$ cat config.mk
export PLATFORM = sky130hd
export DESIGN_NAME = bus_arb_xbar
export DESIGN_NICKNAME = d
export VERILOG_FILES = /design/src/rtl/bus_arb_xbar.sv
export SDC_FILE = /design/constraint.sdc
export NUM_CORES = 1
export LEC_CHECK = 0
export BUFFER_PORTS_ARGS = -buffer_cell sky130_fd_sc_hd__clkbuf_2
export CAP_MARGIN = 20
export CORE_AREA = 2 2 612 614
export CTS_CLUSTER_SIZE = 30
export DETAILED_ROUTE_END_ITERATION = 10
export DIE_AREA = 0 0 614 616
export SYNTH_ARGS = -nofsm -noshare
export SYNTH_HDL_FRONTEND = slang
export SYNTH_SLANG_ARGS = --single-unit
$ cat constraint.sdc
create_clock -name clk_i -period 3.3 [get_ports clk_i]
set_clock_uncertainty 0.1 [all_clocks]
set_input_delay 0.165 -clock clk_i [delete_from_list [all_inputs] [get_ports clk_i]]
set_output_delay 0.165 -clock clk_i [all_outputs]
set_load 0.01 [all_outputs]
$ cat src/rtl/bus_arb_xbar.sv
// bus_arb_xbar: multi-host to multi-device system bus crossbar.
//   Hosts are arbitrated round-robin. The winner's address is decoded against
//   per-device base/mask tables, and one transaction is in flight at a time.
//   Unmapped addresses complete with a decode error. Devices that stay silent
//   for TimeoutCycles complete with a timeout error.
// Ports:
//   clk_i, rst_ni                        clock, async active-low reset
//   host_req/addr/we/be/wdata_i [H]      host request channel
//   host_gnt_o [H]                       combinational grant (IDLE only)
//   host_rvalid/rdata/err_o [H]          host response channel
//   device_req/addr/we/be/wdata_o [D]    one-cycle request pulse + fields
//   device_rvalid/rdata/err_i [D]        device response channel
//   cfg_device_addr_base/mask [D]        decode tables
module bus_arb_xbar #(
    parameter int NrHosts       = 2,
    parameter int NrDevices     = 8,
    parameter int DataWidth     = 32,
    parameter int AddressWidth  = 32,
    parameter int TimeoutCycles = 255
) (
    input  logic                    clk_i,
    input  logic                    rst_ni,
    input  logic                    host_req_i           [NrHosts],
    output logic                    host_gnt_o           [NrHosts],
    input  logic [AddressWidth-1:0] host_addr_i          [NrHosts],
    input  logic                    host_we_i            [NrHosts],
    input  logic [DataWidth/8-1:0]  host_be_i            [NrHosts],
    input  logic [DataWidth-1:0]    host_wdata_i         [NrHosts],
    output logic                    host_rvalid_o        [NrHosts],
    output logic [DataWidth-1:0]    host_rdata_o         [NrHosts],
    output logic                    host_err_o           [NrHosts],
    output logic                    device_req_o         [NrDevices],
    output logic [AddressWidth-1:0] device_addr_o        [NrDevices],
    output logic                    device_we_o          [NrDevices],
    output logic [DataWidth/8-1:0]  device_be_o          [NrDevices],
    output logic [DataWidth-1:0]    device_wdata_o       [NrDevices],
    input  logic                    device_rvalid_i      [NrDevices],
    input  logic [DataWidth-1:0]    device_rdata_i       [NrDevices],
    input  logic                    device_err_i         [NrDevices],
    input  logic [AddressWidth-1:0] cfg_device_addr_base [NrDevices],
    input  logic [AddressWidth-1:0] cfg_device_addr_mask [NrDevices]
);
    localparam int HostIdxW = (NrHosts > 1) ? $clog2(NrHosts) : 1;
    localparam int DevIdxW  = (NrDevices > 1) ? $clog2(NrDevices) : 1;
    localparam int CntW     = (TimeoutCycles > 0) ? $clog2(TimeoutCycles + 1) : 1;
    localparam logic [CntW-1:0]     CntMax      = CntW'(TimeoutCycles);
    localparam logic [HostIdxW-1:0] LastHostRst = HostIdxW'(NrHosts - 1);

    typedef enum logic [1:0] {S_IDLE, S_WAIT, S_DERR} state_e;

    // The hit/miss outcome of the latched request is carried by the state
    // itself (WAIT = hit, DERR = miss).
    state_e              state_q, state_d;
    logic [HostIdxW-1:0] host_q, host_d;
    logic [HostIdxW-1:0] last_host_q, last_host_d;
    logic [DevIdxW-1:0]  dev_q, dev_d;
    logic [CntW-1:0]     cnt_q, cnt_d;

    // Round-robin pick: scan starting one past the last winner.
    logic                arb_found;
    logic [HostIdxW-1:0] arb_idx;
    int                  cand;

    always_comb begin
        arb_found = 1'b0;
        arb_idx   = '0;
        cand      = 0;
        for (int i = 1; i <= NrHosts; i++) begin
            cand = int'(last_host_q) + i;
            if (cand >= NrHosts) cand = cand - NrHosts;
            if (!arb_found && host_req_i[cand]) begin
                arb_found = 1'b1;
                arb_idx   = HostIdxW'(cand);
            end
        end
    end

    // Address decode of the winning host; the lowest matching index wins.
    logic               dec_hit;
    logic [DevIdxW-1:0] dec_idx;

    always_comb begin
        dec_hit = 1'b0;
        dec_idx = '0;
        for (int d = 0; d < NrDevices; d++) begin
            if (!dec_hit &&
                ((host_addr_i[arb_idx] & cfg_device_addr_mask[d]) == cfg_device_addr_base[d])) begin
                dec_hit = 1'b1;
                dec_idx = DevIdxW'(d);
            end
        end
    end

    always_comb begin
        state_d     = state_q;
        host_d      = host_q;
        last_host_d = last_host_q;
        dev_d       = dev_q;
        cnt_d       = cnt_q;
        for (int h = 0; h < NrHosts; h++) begin
            host_gnt_o[h]    = 1'b0;
            host_rvalid_o[h] = 1'b0;
            host_rdata_o[h]  = '0;
            host_err_o[h]    = 1'b0;
        end
        for (int d = 0; d < NrDevices; d++) begin
            device_req_o[d]   = 1'b0;
            device_addr_o[d]  = '0;
            device_we_o[d]    = 1'b0;
            device_be_o[d]    = '0;
            device_wdata_o[d] = '0;
        end

        case (state_q)
            S_IDLE: begin
                // Gated by rst_ni so that held requests cannot raise a grant
                // while the block is in reset.
                if (rst_ni && arb_found) begin
                    host_gnt_o[arb_idx] = 1'b1;
                    last_host_d         = arb_idx;
                    host_d              = arb_idx;
                    dev_d               = dec_idx;
                    cnt_d               = '0;
                    if (dec_hit) begin
                        device_req_o[dec_idx]   = 1'b1;
                        device_addr_o[dec_idx]  = host_addr_i[arb_idx];
                        device_we_o[dec_idx]    = host_we_i[arb_idx];
                        device_be_o[dec_idx]    = host_be_i[arb_idx];
                        device_wdata_o[dec_idx] = host_wdata_i[arb_idx];
                        state_d                 = S_WAIT;
                    end else begin
                        state_d = S_DERR;
                    end
                end
            end
            S_WAIT: begin
                if (device_rvalid_i[dev_q]) begin
                    host_rvalid_o[host_q] = 1'b1;
                    host_rdata_o[host_q]  = device_rdata_i[dev_q];
                    host_err_o[host_q]    = device_err_i[dev_q];
                    state_d               = S_IDLE;
                end else if (TimeoutCycles != 0 && cnt_q == CntMax) begin
                    host_rvalid_o[host_q] = 1'b1;
                    host_err_o[host_q]    = 1'b1;
                    state_d               = S_IDLE;
                end else if (cnt_q != CntMax) begin
                    // Saturates instead of wrapping (relevant when timeout is off).
                    cnt_d = cnt_q + 1'b1;
                end
            end
            S_DERR: begin
                host_rvalid_o[host_q] = 1'b1;
                host_err_o[host_q]    = 1'b1;
                state_d               = S_IDLE;
            end
            default: state_d = S_IDLE;
        endcase
    end

    always_ff @(posedge clk_i or negedge rst_ni) begin
        if (!rst_ni) begin
            state_q     <= S_IDLE;
            host_q      <= '0;
            last_host_q <= LastHostRst;
            dev_q       <= '0;
            cnt_q       <= '0;
        end else begin
            state_q     <= state_d;
            host_q      <= host_d;
            last_host_q <= last_host_d;
            dev_q       <= dev_d;
            cnt_q       <= cnt_d;
        end
    end
endmodule

==> results.json <==
{
  "die_h_um": 616,
  "netlist.area_leader.share_pct": 12.9,
  "slew_headroom_pct": 48.3,
  "max_freq_mhz": 208,
  "syn_to_final_growth_pct": 175,
  "rr_worst_depth": 19,
  "endpoint_kind": "primary output",
  "setup_viol": 565,
  "finalNetCount": 5220,
  "slew_violations": 0,
  "io_buffers": 1555,
  "required_ps": 3030,
  "final_layout_size_suffix_gt1_share_pct": 66.5,
  "cts_tree": "built",
  "postPlaceCellArea_mm2": 0.0357,
  "grt_max_degree": 59,
  "rr_endpoint": "dev_q[0]",
  "totalWireLength_mm": 306,
  "ioPinCount": 1556,
  "syn-num-nets": 3124,
  "netlist_area_mm2": 0.0149,
  "gp_congestion": 0.959,
  "crit_fanout": 7,
  "grt_overflow": 0,
  "period_needed_ps": 4810,
  "drv_cap": 0,
  "timing.final.ws_setup_ps": -1510,
  "path_clk_slew_ps": 50,
  "cts_root_buf": "clkbuf_16",
  "synthTopCellsByArea": "mux2i_1 (13%), nor2_1 (11%), mux4_2 (10%)",
  "place_hpwl_mm": 273,
  "setup-tns-final_ps": -750970,
  "synth_largest_area_cell": "mux2i_1",
  "wl_per_cell_um": 32.6,
  "core_mm2": 0.371,
  "ant_nets": 0,
  "antenna_found_initial": 277,
  "final_common_cell": "clkbuf_2",
  "drt_iter0_drc": 2454,
  "fin_crit_sh_pct": 146,
  "synthCells": 2194,
  "final_hold_viol_count": 0,
  "synth_edf_count": 0,
  "tightest_slew_ps": 776,
  "synth_ff_type": "dfrtp_1",
  "rsz0062_at_grt": "yes",
  "arrival_ps": 4550,
  "vias": 28300,
  "via_per_inst": 3.01,
  "worstSkewPairLatency_ps": 250,
  "synth-seq-cells": 15,
  "rows": 224,
  "clockBufferDepth": 2,
  "grt_usage_pct": 15.3,
  "hp-class": "input pin to asynchronous set/reset pin",
  "clock_sinks": 15,
  "placed_cells": 9080,
  "r2r_slack_ps": -1090,
  "status": "finished with violations",
  "synth_area_per_cell_um2": 6.77,
  "start_kind": "flop",
  "final_cells": 9392,
  "fill_cells": 43200,
  "vdd_drop_max_mv": 0.142,
  "leakage_uw": 0.0170,
  "violations": "negative setup slack",
  "dieWidth_um": 614,
  "seq_area_frac_synth_pct": 2.53,
  "drc": 0,
  "most-common-layout-cells": "clkbuf_2 (1,422), buf_4 (451), nor2_1 (338), nand2_1 (295), buf_12 (166)",
  "p_per_area_mw_per_mm2": 161,
  "grt_pass1_vias": 26600,
  "stdcell_area_mm2": 0.0409,
  "synthDistinctLibCells": 53,
  "cts_buffers": 3,
  "start_util_pct": 4.00,
  "ys_async_sr_fraction_pct": 100,
  "ys_warn_count": 0,
  "h-tree-depth": 1,
  "critPathKind": "flop to primary output",
  "grt_first_pass_wirelength_mm": 357,
  "firstDrtPassIters": 5,
  "r2r_start": "last_host_q",
  "die_area_mm2": 0.378
}
logic make-up (layout without fill, tap and decap cells):
kind of cell / after synthesis / in the layout / share of synthesized area (%)
other: 0 / 131 / 0
AND/OR/NAND/NOR: 1162 / 1162 / 41.2
flip-flops: 15 / 15 / 2.53
adder cells (fa/ha/maj): 4 / 4 / 0.337
multiplexers: 296 / 296 / 26.0
XOR/XNOR: 139 / 139 / 8.19
AO/OA/AOI/OAI: 258 / 258 / 11.9
buffers and inverters: 320 / 2415 / 9.87
stage by stage:
stage	power, uW	worst slack [ps]	utilization, %	hold slack (ps)
after floorplan	2060	-197	-	-231
after global placement	5870	-2750	9.62	101
after detailed placement	5870	-2710	9.62	105
after CTS	6610	-1660	10.6	425
after global routing	6940	-1690	11.0	446
final	6580	-1510	11.0	411
how the worst max path moves through the flow:
| stage | start | end | slack, ps | cells after the start |
|---|---|---|---|---|
| floorplan | last_host_q | device_be_o[19] | -200 | 15 |
| global placement | last_host_q | device_addr_o[227] | -2750 | 13 |
| detailed placement | last_host_q | device_addr_o[227] | -2710 | 13 |
| CTS | last_host_q | device_wdata_o[95] | -1660 | 19 |
| global route | last_host_q | device_wdata_o[121] | -1690 | 20 |
| finish | last_host_q | device_wdata_o[121] | -1510 | 21 |
where the power goes:
group          internal [uW]  total (uW)  switching [uW]
clock                    162         243            81.0
sequential               203         223            20.3
combinational           2500        6110            3620
total                   2860        6580            3720
per-layer routing:
layer	wire length [um]	vias up	track usage (%)
li1	-	12100	-
met1	100000	13600	15.1
met2	169000	1858	30.3
met3	18200	635	2.54
met4	17900	72	7.81
met5	463	-	0
state kept, by name, indices dropped and copies added, names as in the netlist:
| signal | flops |
|---|---|
| cnt_q | 8 |
| dev_q | 3 |
| state_q | 2 |
| host_q | 1 |
| last_host_q | 1 |
timing repair:
action,4_1_cts,5_1_grt
gates cloned,17,6
pin swaps,84,78
hold buffers,1,0
setup buffers,133,35
endpoints found under the setup margin,565,565
hold endpoints to repair,14,0
resized for setup,407,285
critical path: stages, from the launching register on:
cell and delay [ps]:
dfstp_2 380, a21boi_4 210, buf_12 190, buf_12 170, buf_16 150, buf_12 140, mux2i_4 260, buf_12 170
o21bai_1 110, a2111oi_4 510, buf_4 230, and4_4 270, nand2_4 60, buf_6 140, and4_4 160, nand3_4 100
buf_16 190, buf_16 150, buf_16 160, buf_16 180, a211oi_4 50, buf_2 160
synthesized netlist by cell type (7+ instances only):
cell / instances
o21bai_1: 30
xor2_1: 113
a21oi_1: 12
mux4_2: 68
nor2_1: 426
or3_1: 78
dfrtp_1: 14
nor2b_1: 9
o21ai_0: 83
buf_6: 22
and3_1: 10
mux2i_1: 192
buf_4: 11
mux2_2: 35
buf_2: 28
a211oi_1: 69
xnor2_1: 26
nand3b_1: 30
and4_1: 8
inv_1: 118
nand3_1: 12
o2111ai_1: 7
buf_1: 27
clkbuf_1: 111
nand2_1: 302
nor4_2: 99
nand2b_1: 69
nand4_1: 46
nor4_1: 55
a2111oi_0: 31
layout make-up:
class / instances / area, um2 / area share, %
Sequential cell: 15 / 385 / 0.942
Clock buffer: 3 / 75.1 / 0.184
Inverter: 118 / 443 / 1.08
Timing Repair Buffer: 2293 / 16900 / 41.2
Clock inverter: 1 / 5.00 / 0.0122
Multi-Input combinational cell: 1859 / 16600 / 40.5
Tap cell: 4972 / 6220 / 15.2
Antenna cell: 131 / 328 / 0.801
No activity file was read; power rests on OpenSTA's default activity.
